## src/rtl/mdio_master_if.sv

```systemverilog
// Request/completion bus between the management requesters and mdio_master.
// Two requesters share the bus; per-requester fields are packed side by side,
// requester i owning req[i], req_phy[5i+4:5i], req_reg[5i+4:5i] and
// req_wdata[16i+15:16i].
//   master modport: requester side (drives req*, observes ack/done/results)
//   slave modport : controller side (mdio_master)
interface mdio_master_if;
  logic [1:0]  req;
  logic [1:0]  req_wr;
  logic [9:0]  req_phy;
  logic [9:0]  req_reg;
  logic [31:0] req_wdata;
  logic [1:0]  ack;
  logic        done;
  logic        done_id;
  logic [15:0] rdata;
  logic        rd_err;
  logic        busy;

  modport master (
    output req, req_wr, req_phy, req_reg, req_wdata,
    input  ack, done, done_id, rdata, rd_err, busy
  );

  modport slave (
    input  req, req_wr, req_phy, req_reg, req_wdata,
    output ack, done, done_id, rdata, rd_err, busy
  );
endinterface

```

## src/rtl/mdio_master.sv

```systemverilog
// Clause-22 MDIO master shared by two requesters with round-robin arbitration.
// A granted request is serialised MSB first onto mdc/mdio_o/mdio_oe; read data
// and the turnaround error flag are returned with a one-cycle done pulse.
// Ports:
//   clk_200_mhz       system clock
//   rst               synchronous active-high reset
//   bus (slave)       request fields, ack, done/done_id, rdata, rd_err, busy
//   mdc               management clock (MDC_DIV clk cycles per half-period)
//   mdio_o, mdio_oe   MDIO drive data / enable (to an IOBUF)
//   mdio_i            MDIO input data
// Build option: define MDIO_SHORT_PREAMBLE_EN to drop the 32-bit preamble
// (32-bit frames, only for PHYs supporting preamble suppression).
module mdio_master #(
  parameter int unsigned MDC_DIV = 40
) (
  input  logic          clk_200_mhz,
  input  logic          rst,
  mdio_master_if.slave  bus,
  output logic          mdc,
  output logic          mdio_o,
  output logic          mdio_oe,
  input  logic          mdio_i
);

  typedef enum logic [1:0] {StIdle, StShift, StDone} state_e;

`ifdef MDIO_SHORT_PREAMBLE_EN
  localparam logic [5:0] FirstBit = 6'd32;
`else
  localparam logic [5:0] FirstBit = 6'd0;
`endif
  localparam logic [7:0] CntMax = 8'(MDC_DIV - 1);

  state_e      state_q, state_d;
  logic [5:0]  bit_q, bit_d;       // frame bit index k
  logic [7:0]  cnt_q, cnt_d;       // position within the current MDC half-period
  logic        mdc_q, mdc_d;       // also the MDC half-period phase
  logic        mdio_o_q, mdio_o_d;
  logic        oe_q, oe_d;
  logic [31:0] frame_q, frame_d;   // ST..DATA; preamble is generated, not stored
  logic        wr_q, wr_d;
  logic        id_q, id_d;
  logic        last_q, last_d;
  logic [15:0] rx_q, rx_d;
  logic        ta_err_q, ta_err_d;
  logic [15:0] rdata_q, rdata_d;
  logic        rd_err_q, rd_err_d;
  logic        grant;
  logic        gnt_id;

  // Bits below 32 are preamble; bit k >= 32 maps to frame_q[63-k].
  function automatic logic frame_bit(logic [31:0] f, logic [5:0] k);
    logic [4:0] idx;
    idx = 5'd31 - k[4:0];
    return k[5] ? f[idx] : 1'b1;
  endfunction

  always_comb begin
    state_d  = state_q;
    bit_d    = bit_q;
    cnt_d    = cnt_q;
    mdc_d    = mdc_q;
    frame_d  = frame_q;
    wr_d     = wr_q;
    id_d     = id_q;
    last_d   = last_q;
    rx_d     = rx_q;
    ta_err_d = ta_err_q;
    rdata_d  = rdata_q;
    rd_err_d = rd_err_q;
    grant    = 1'b0;
    gnt_id   = 1'b0;

    unique case (state_q)
      StIdle: begin
        if (|bus.req) begin
          grant    = 1'b1;
          // On a tie the requester not served last wins; otherwise the sole one.
          gnt_id   = (&bus.req) ? ~last_q : bus.req[1];
          state_d  = StShift;
          bit_d    = FirstBit;
          cnt_d    = 8'd0;
          mdc_d    = 1'b0;
          id_d     = gnt_id;
          last_d   = gnt_id;
          wr_d     = bus.req_wr[gnt_id];
          ta_err_d = 1'b0;
          rx_d     = 16'h0000;
          frame_d  = {2'b01,
                      wr_d ? 2'b01 : 2'b10,
                      gnt_id ? bus.req_phy[9:5] : bus.req_phy[4:0],
                      gnt_id ? bus.req_reg[9:5] : bus.req_reg[4:0],
                      wr_d ? 2'b10 : 2'b11,
                      wr_d ? (gnt_id ? bus.req_wdata[31:16] : bus.req_wdata[15:0]) : 16'h0000};
        end
      end
      StShift: begin
        // First cycle with mdc high is the MDC rising edge: sample the PHY.
        if (mdc_q && cnt_q == 8'd0) begin
          if (bit_q == 6'd47) ta_err_d = mdio_i;
          if (bit_q >= 6'd48) rx_d = {rx_q[14:0], mdio_i};
        end
        if (cnt_q == CntMax) begin
          cnt_d = 8'd0;
          if (!mdc_q) begin
            mdc_d = 1'b1;
          end else begin
            mdc_d = 1'b0;
            if (bit_q == 6'd63) begin
              state_d = StDone;
              if (wr_q) begin
                rd_err_d = 1'b0;
              end else begin
                rdata_d  = rx_d;
                rd_err_d = ta_err_d;
              end
            end else begin
              bit_d = bit_q + 6'd1;
            end
          end
        end else begin
          cnt_d = cnt_q + 8'd1;
        end
      end
      StDone: state_d = StIdle;
      default: state_d = StIdle;
    endcase
  end

  // Pin drivers are registered from next state so they change cleanly with mdc.
  assign mdio_o_d = (state_d == StShift) ? frame_bit(frame_d, bit_d) : 1'b0;
  assign oe_d     = (state_d == StShift) && (wr_d || bit_d <= 6'd45);

  always_ff @(posedge clk_200_mhz) begin
    if (rst) begin
      state_q  <= StIdle;
      bit_q    <= 6'd0;
      cnt_q    <= 8'd0;
      mdc_q    <= 1'b0;
      mdio_o_q <= 1'b0;
      oe_q     <= 1'b0;
      frame_q  <= 32'h0;
      wr_q     <= 1'b0;
      id_q     <= 1'b0;
      last_q   <= 1'b1;
      rx_q     <= 16'h0000;
      ta_err_q <= 1'b0;
      rdata_q  <= 16'h0000;
      rd_err_q <= 1'b0;
    end else begin
      state_q  <= state_d;
      bit_q    <= bit_d;
      cnt_q    <= cnt_d;
      mdc_q    <= mdc_d;
      mdio_o_q <= mdio_o_d;
      oe_q     <= oe_d;
      frame_q  <= frame_d;
      wr_q     <= wr_d;
      id_q     <= id_d;
      last_q   <= last_d;
      rx_q     <= rx_d;
      ta_err_q <= ta_err_d;
      rdata_q  <= rdata_d;
      rd_err_q <= rd_err_d;
    end
  end

  assign mdc         = mdc_q;
  assign mdio_o      = mdio_o_q;
  assign mdio_oe     = oe_q;
  assign bus.ack     = (grant && !rst) ? (gnt_id ? 2'b10 : 2'b01) : 2'b00;
  assign bus.busy    = (state_q != StIdle) || (grant && !rst);
  assign bus.done    = (state_q == StDone);
  assign bus.done_id = id_q;
  assign bus.rdata   = rdata_q;
  assign bus.rd_err  = rd_err_q;

endmodule

```

## src/flat_wrapper.sv

```systemverilog
// flat-port wrapper written by rule: the top's interface ports become plain ports
module mdio_master_flat 
#(
  parameter int unsigned MDC_DIV = 40
)
  (clk_200_mhz, rst, mdc, mdio_o, mdio_oe, mdio_i, bus_req, bus_req_wr, bus_req_phy, bus_req_reg, bus_req_wdata, bus_ack, bus_done, bus_done_id, bus_rdata, bus_rd_err, bus_busy);
  mdio_master_if bus_i ();
  input  logic clk_200_mhz;
  input  logic rst;
  output logic mdc;
  output logic mdio_o;
  output logic mdio_oe;
  input  logic mdio_i;
  input wire logic [$bits(bus_i.req)-1:0] bus_req;
  input wire logic [$bits(bus_i.req_wr)-1:0] bus_req_wr;
  input wire logic [$bits(bus_i.req_phy)-1:0] bus_req_phy;
  input wire logic [$bits(bus_i.req_reg)-1:0] bus_req_reg;
  input wire logic [$bits(bus_i.req_wdata)-1:0] bus_req_wdata;
  output wire logic [$bits(bus_i.ack)-1:0] bus_ack;
  output wire logic [$bits(bus_i.done)-1:0] bus_done;
  output wire logic [$bits(bus_i.done_id)-1:0] bus_done_id;
  output wire logic [$bits(bus_i.rdata)-1:0] bus_rdata;
  output wire logic [$bits(bus_i.rd_err)-1:0] bus_rd_err;
  output wire logic [$bits(bus_i.busy)-1:0] bus_busy;
  assign bus_i.req = bus_req;
  assign bus_i.req_wr = bus_req_wr;
  assign bus_i.req_phy = bus_req_phy;
  assign bus_i.req_reg = bus_req_reg;
  assign bus_i.req_wdata = bus_req_wdata;
  assign bus_ack = bus_i.ack;
  assign bus_done = bus_i.done;
  assign bus_done_id = bus_i.done_id;
  assign bus_rdata = bus_i.rdata;
  assign bus_rd_err = bus_i.rd_err;
  assign bus_busy = bus_i.busy;
  mdio_master #(.MDC_DIV(MDC_DIV)) u_core (.clk_200_mhz(clk_200_mhz), .rst(rst), .bus(bus_i), .mdc(mdc), .mdio_o(mdio_o), .mdio_oe(mdio_oe), .mdio_i(mdio_i));
endmodule
```

## config.mk

```make
export PLATFORM = sky130hd
export DESIGN_NAME = mdio_master_flat
export DESIGN_NICKNAME = d
export VERILOG_FILES = /design/src/rtl/mdio_master_if.sv /design/src/rtl/mdio_master.sv /design/src/flat_wrapper.sv
export SDC_FILE = /design/constraint.sdc
export NUM_CORES = 1
export LEC_CHECK = 0
export ABC_AREA = 1
export ABC_CLOCK_PERIOD_IN_PS = 2260
export BUFFER_PORTS_ARGS = -buffer_cell sky130_fd_sc_hd__buf_2
export CORE_MARGIN = 2
export CORE_UTILIZATION = 50
export DETAILED_ROUTE_END_ITERATION = 8
export HOLD_SLACK_MARGIN = 0.15
export PLACE_DENSITY = 0.73
export SYNTH_ARGS = -nofsm -noshare
export SYNTH_HDL_FRONTEND = slang
export SYNTH_SLANG_ARGS = --single-unit
```

## constraint.sdc

```tcl
create_clock -name clk_200_mhz -period 2.26 [get_ports clk_200_mhz]
set_input_delay 0.339 -clock clk_200_mhz [delete_from_list [all_inputs] [get_ports clk_200_mhz]]
set_output_delay 0.339 -clock clk_200_mhz [all_outputs]
set_load 0.01 [all_outputs]
```

After elaboration in Yosys (flattened, before gate mapping)
Index checks and enable logic that the tools add are counted.
- eq/ne operators: 8
- $add $sub $neg: 3
- multiplexer cells: 47
- order comparisons: 4
- bitwise gates (word level): 3
- reduce and logical (&&, ||, !) cells: 18
- operators by type and width (cell ; count):
    two-way mux 16 bit ; 5
    two-way mux 32 bit ; 2
    one-hot mux 16 bit (2 select lines) ; 1
    two-way mux 6 bit ; 4
    two-way mux 1 bit ; 18
    two-way mux 8 bit ; 2
    one-hot mux 8 bit (2 select lines) ; 1
    two-way mux 2 bit ; 7
    equality test 6 bit (second input constant) ; 2
    one-hot mux 6 bit (2 select lines) ; 1
    two-way mux 5 bit ; 2
    adder 8 x 1 -> 8 bit (second input constant) ; 1
    equality test 8 x 6 -> 1 bit (second input constant) ; 1
    logical NOT 8 bit ; 1
    adder 6 x 1 -> 6 bit (second input constant) ; 1
    greater-or-equal comparator 6 bit (second input constant) ; 1
    <= comparator 6 bit (second input constant) ; 1
    less-than comparator 5 x 6 -> 1 bit (second input constant) ; 1
    AND reduction 2 bit ; 3
    binary-select mux 1 bit (select 5 bit) ; 1
    AND reduction 5 bit ; 1
    subtractor 5 bit (first input constant) ; 1
    equality test 2 x 1 -> 1 bit (second input constant) ; 2
    inequality test 2 x 1 -> 1 bit (second input constant) ; 2
    other kinds (13) ; 21
- bits in registers: 88
- logic and storage cells: 97
- output and inout bits: 25

Longest topological paths before layout
- depth after elaboration: 10
- gate-level depth with buffers: 19
- depth with buffers taken out: 19

Least setup slack after synthesis
Ideal clock, no wire load.
- kind: flip-flop to flip-flop
- from: register u_core.bit_q[0]
- to: register u_core.mdio_o_q, in the netlist u_core.mdio_o
- arrival: 1.972 ns
- setup time: 0.109 ns
- path buffers: 1
- cell stages (with the launch flop): 20
- path slack: 0.179 ns
- required time: 2.151 ns
- cell sequence: dfxtp_1 ha_1 inv_1 nor2_1 nand2_1 nand3_4 nand2_2 nand3_4 nand2_4 buf_6 nand2_2 nand2_1 nand2_1 nand3_1 nand3_1 nand2_1 nand2_1 nand3_1 nand2_1 inv_1
- word-level cells in the longest chain between the ends: 9
- ends and longest elaborated chain (element ; RTL line ; source):
    start, declared ; mdio_master.sv:35 ; logic [5:0] bit_q, bit_d;
    start signal, assigned ; mdio_master.sv:152 ; bit_q <= bit_d;
    adder 6 x 1 -> 6 bit / equality test 6 bit (equally long branches) ; mdio_master.sv:118, mdio_master.sv:109 ;
    two-way mux 6 bit ; mdio_master.sv:109 ; if (bit_q == 6'd63) begin
    two-way mux 6 bit ; mdio_master.sv:105 ; if (!mdc_q) begin
    two-way mux 6 bit ; mdio_master.sv:103 ; if (cnt_q == CntMax) begin
    one-hot mux 6 bit (2 select lines) ; mdio_master.sv:74 ; unique case (state_q)
    subtractor 5 bit ; mdio_master.sv:54 ; idx = 5'd31 - k[4:0];
    binary-select mux 1 bit (select 5 bit) ; mdio_master.sv:55 ; return k[5] ? f[idx] : 1'b1;
    two-way mux 1 bit (implied by the code) ; mdio_master.sv:55 ;
    two-way mux 1 bit ; mdio_master.sv:55 ;
    end signal, assigned ; mdio_master.sv:155 ; mdio_o_q <= mdio_o_d;
    end, declared ; mdio_master.sv:38 ; logic mdio_o_q, mdio_o_d;
Parallel ways exist; a longest one is shown, timed or not. The select of a mux whose other input is x is not followed.
A chain may end at the register's enable or synchronous reset.

Worst setup path after layout
- from: register u_core.cnt_q[0]
- to: register u_core.mdio_o_q, in the netlist u_core.mdio_o
- word-level cells in the longest chain between the ends: 7
- ends and longest elaborated chain (element ; RTL line ; source):
    start, declared ; mdio_master.sv:36 ; logic [7:0] cnt_q, cnt_d;
    start signal, assigned ; mdio_master.sv:153 ; cnt_q <= cnt_d;
    equality test 8 x 6 -> 1 bit (*) ; mdio_master.sv:103 ;
    two-way mux 6 bit ; mdio_master.sv:103 ;
    one-hot mux 6 bit (2 select lines) ; mdio_master.sv:74 ;
    subtractor 5 bit ; mdio_master.sv:54 ;
    binary-select mux 1 bit (select 5 bit) ; mdio_master.sv:55 ;
    two-way mux 1 bit (implied by the code) ; mdio_master.sv:55 ;
    two-way mux 1 bit ; mdio_master.sv:55 ;
Every way passes the cells marked *; elsewhere a longest branch is shown, timed or not. The select of a mux whose other input is x is not followed.

==> summary.md <==
| Metric | Value |
|---|---|
| Status | finished clean |
| Die Footprint | 9410 µm² |
| Register area | 1770 µm² |
| 1st-iter DRT viols | 253 |
| CP Launch Type | flip-flop |
| Final Setup Violations | 0 |
| DRT Pass-1 Iters | 5 |
| Post-synth EDFFs | 0 |
| Initial antenna violation count | 0 |
| CP Cell Sequence | ha_4, nand3_2, nor2_4, nand3_4, nand2_2, nand3_4, nand2_8, nand2_1, nand3_1, nand2_1, nand2_1, nand2_1, inv_1, nand2_1, nand2_1, nand3_1, nand2_1, inv_1 |
| Longest Clk Path Bufs | 2 |
| Hold Crit Start | rst |
| Max incr delay on CP | 0.39 ns |
| Final Worst Setup Slack | 0.104 ns |
| Pwr per Cell Area | ~620 nW/µm² |
| Core Region | 8300 µm² |
| Via density | 5.25 |
| Adder-cell area share of the yosys netlist | 0.868% |
| Routed Antenna Nets | 0 |
| Multi-input logic area | approximately 2300 µm² |
| Period utilization | 95.4% |
| Max_cap viols | 0 |
| Chip width | 97.0 µm |
| Top cell by count, worst path | nand2_1 |
| Critical path arrival | 2.41 ns |
| FF+latch count, synth | roughly 90 |
| R2R cell count | 18 |
| Util after Layout | 64.3% |
| Vias in the first global route | 4063 |
| Synth cell types | 38 |
| Final wirelength | 11100 µm |
| Pre-CTS setup slack | roughly 0.00038 ns |
| Commonest non-fill, non-tap cells in the layout | 146 x nand2_1, 96 x nor2_1, 86 x dfxtp_1 |
| CP Capture Type | flip-flop |
| Slowest library cell on the worst path | dfxtp_4 |
| Routed len/inst | 13.0 µm |
| Share of cells above drive strength 1 | 23.1% |
| Inserted Clock Buffers | 9 |
| H-tree depth | 3 |
| Min Tclk post-route | 2.16 ns |
| Seq/Total Area, Yosys | slightly above 40% |
| GRT Overall Usage | 23.1% |
| Fill count | between 700 and 800 |
| Area contributors post-synth | dfxtp_1 41%, nand2_1 13%, nor2_1 8.6% |
| FP Rows | 33 |
| Slew of the pin with the lowest slew margin | 0.554 ns |
| VDD IR-drop max | approximately 410 µV |
| Post-Synth XOR/XNOR Area | 0.607% |
| Fmax | 464 MHz |
| WP data required | around 2.5 ns |
| Predominant post-synthesis flop cell | dfxtp_1 |
| First-pass GRT wire length | 18600 µm |
| Setup TNS | 0 ns |
| Relative slew slack | 62.9% |
| Pin count of the biggest net entering global routing | 47 |
| Type of the worst setup path | flip-flop to flip-flop |
| Syn. warnings | 0 |
| Leak pwr | 2.37 nW |
| Inserted Diodes | 0 |
| Critical Path Fanout Max | 7 |
| Commonest non-fill, non-tap cell in the layout | nand2_1 |
| Post-DP HPWL | between 7000 and 8000 µm |
| Share of the synthesized area in the top cell type | 40.7% |
| Finished Layout Cells | 855 |
| Fin. max-slew vios | 0 |
| Layout area overhead | 23.3% |
| I/O Pins | 84 |
| Initial Util | 52.1% |
| Root Buffer | clkbuf_8 |
| Syn_area_per_cell | 6.74 µm² |
| Simple-gate share of the synthesized area | 33.1% |
| Post-synthesis net count | 704 |
| Yosys top cell by area | dfxtp_1 |
| Total gr overflow | 0 |
| Die height | 97.0 µm |
| Worst Clk Skew | 0.0101 ns |
| Largest family of logic cells by synthesized area | simple AND/OR/NAND/NOR gates |
| WHS | 0.277 ns |
| CTS tree | done |
| Compound-Gate Fraction of Synth Area | approximately 16% |
| Mapped cell area | 4330 µm² |
| Asr flop ratio synth | 0% |
| Hold Crit Depth | 2 |
| Latest clock arrival within the worst-skew pair | 0.36 ns |
| RSZ-0062 raised after global routing | yes |
| Mapped Cells | 642 |
| Routability Congestion | 0.942 |
| Clk sinks | 88 |
| Worst reg2reg startpoint | u_core.cnt_q[0]$_SDFFE_PP0P_ |
| Cells after DPL | 825 |
| Clk pin slew, worst setup/hold paths | 0.09 ns |
| Reg-to-reg slack, setup | ~0.10 ns |
| Worst min path class | primary input to flip-flop |
| Number of remaining DRC errors | 0 |
| Worst Hold Path EP | u_core.wr_q$_SDFF_PP0_ |
| Final hold vios | 0 |
| Mux cell area share after synthesis | 0.231% |
| Critical R2R Capture | u_core.mdio_o$_SDFF_PP0_ |
| DR vias | 4487 |
| I/O Buffers | 83 |
| Nets@finish | around 800 |
==> cells by family after synthesis <==
| group | after synthesis |
|---|---|
| AO/OA/AOI/OAI | 120 |
| flip-flops | 88 |
| adder cells (fa/ha/maj) | 3 |
| XOR/XNOR | 3 |
| multiplexers | 1 |
| AND/OR/NAND/NOR | 331 |
| buffers and inverters | 96 |
==> registers in the layout (all words and copies together), names as in the netlist <==
| register | cells |
|---|---|
| u_core.wr_q | 1 |
| u_core.ta_err_q | 1 |
| u_core.bit_q | 6 |
| u_core.mdc | 1 |
| u_core.bus.done_id | 1 |
| u_core.bus.rd_err | 1 |
| u_core.bus.rdata | 16 |
| u_core.cnt_q | 8 |
| u_core.mdio_oe | 1 |
| u_core.last_q | 1 |
| u_core.rx_q | 16 |
| u_core.state_q | 2 |
| u_core.frame_q | 32 |
| u_core.mdio_o | 1 |
==> critical path: cells and delay by family (launching register included) <==
| kind | cells | cell delay (ns) |
|---|---|---|
| simple gates | 15 | 1.45 |
| flops | 1 | 0.39 |
| fa+ha+maj | 1 | 0.16 |
| buf+inv | 2 | 0.08 |
==> repair_timing <==
item / CTS / global route
buffers inserted: 1 / 11
hold buffers: 0 / 0
pin swaps: 1 / 7
resized for setup: 0 / 16
setup endpoints to repair: 1 / 4
gates cloned: 0 / 2
==> metal layers <==
layer | vias up | part of all wire [%] | global-route usage [%]
li1 | 2304 | - | -
met1 | 2037 | 47 | 32.4
met2 | 134 | 45 | 36.9
met3 | 12 | 6.2 | 5.06
met4 | 0 | 1.2 | 4.55
met5 | - | 0 | 0
==> stage by stage <==
stage | area, µm² | power (mW)
final | 5340 | 3.31
after detailed placement | 4950 | 2.23
after global routing | 5340 | 3.48
after CTS | 5160 | 3.30
after floorplan | 4330 | 2.02
after global placement | 4950 | 2.22
==> cells in the mapped netlist, types with 5 or more instances <==
master,instances
nand2_1,149
nor2_1,99
dfxtp_1,88
inv_1,61
nand3_1,52
a21oi_1,41
o21ai_0,38
clkbuf_1,22
o22ai_1,16
o211ai_1,8
or2_2,8
a31oi_1,7
inv_2,5
==> area by class of cell <==
cell class              instances  share of cell area [%]
clock buffers                  10                    2.58
repair buffers                116                    13.4
flip-flops and latches         88                    33.1
inverters                      70                    5.04
well taps                     105                    2.46
clock inverters                 6                    1.08
multi-input cells             460                    42.3
==> report_power, final <==
group,internal (mW),leakage [nW],switching [mW],total [mW]
logic,0.230,1.55,0.353,0.583
registers,1.62,0.717,0.0241,1.65
clock network,0.462,0.102,0.617,1.08
total,2.31,2.37,0.995,3.31
==> how the worst max path moves through the flow <==
stage                                       startpoint                  endpoint  cells after the start
after global routing      u_core.cnt_q[0]$_SDFFE_PP0P_  u_core.mdio_o$_SDFF_PP0_                     16
after global placement    u_core.cnt_q[0]$_SDFFE_PP0P_  u_core.mdio_o$_SDFF_PP0_                     16
final                     u_core.cnt_q[0]$_SDFFE_PP0P_  u_core.mdio_o$_SDFF_PP0_                     18
after CTS                 u_core.cnt_q[0]$_SDFFE_PP0P_  u_core.mdio_o$_SDFF_PP0_                     16
after detailed placement  u_core.cnt_q[0]$_SDFFE_PP0P_  u_core.mdio_o$_SDFF_PP0_                     16
after floorplan             u_core.bit_q[0]$_SDFF_PP0_  u_core.mdio_o$_SDFF_PP0_                     19
No activity file was read; power rests on OpenSTA's default activity.
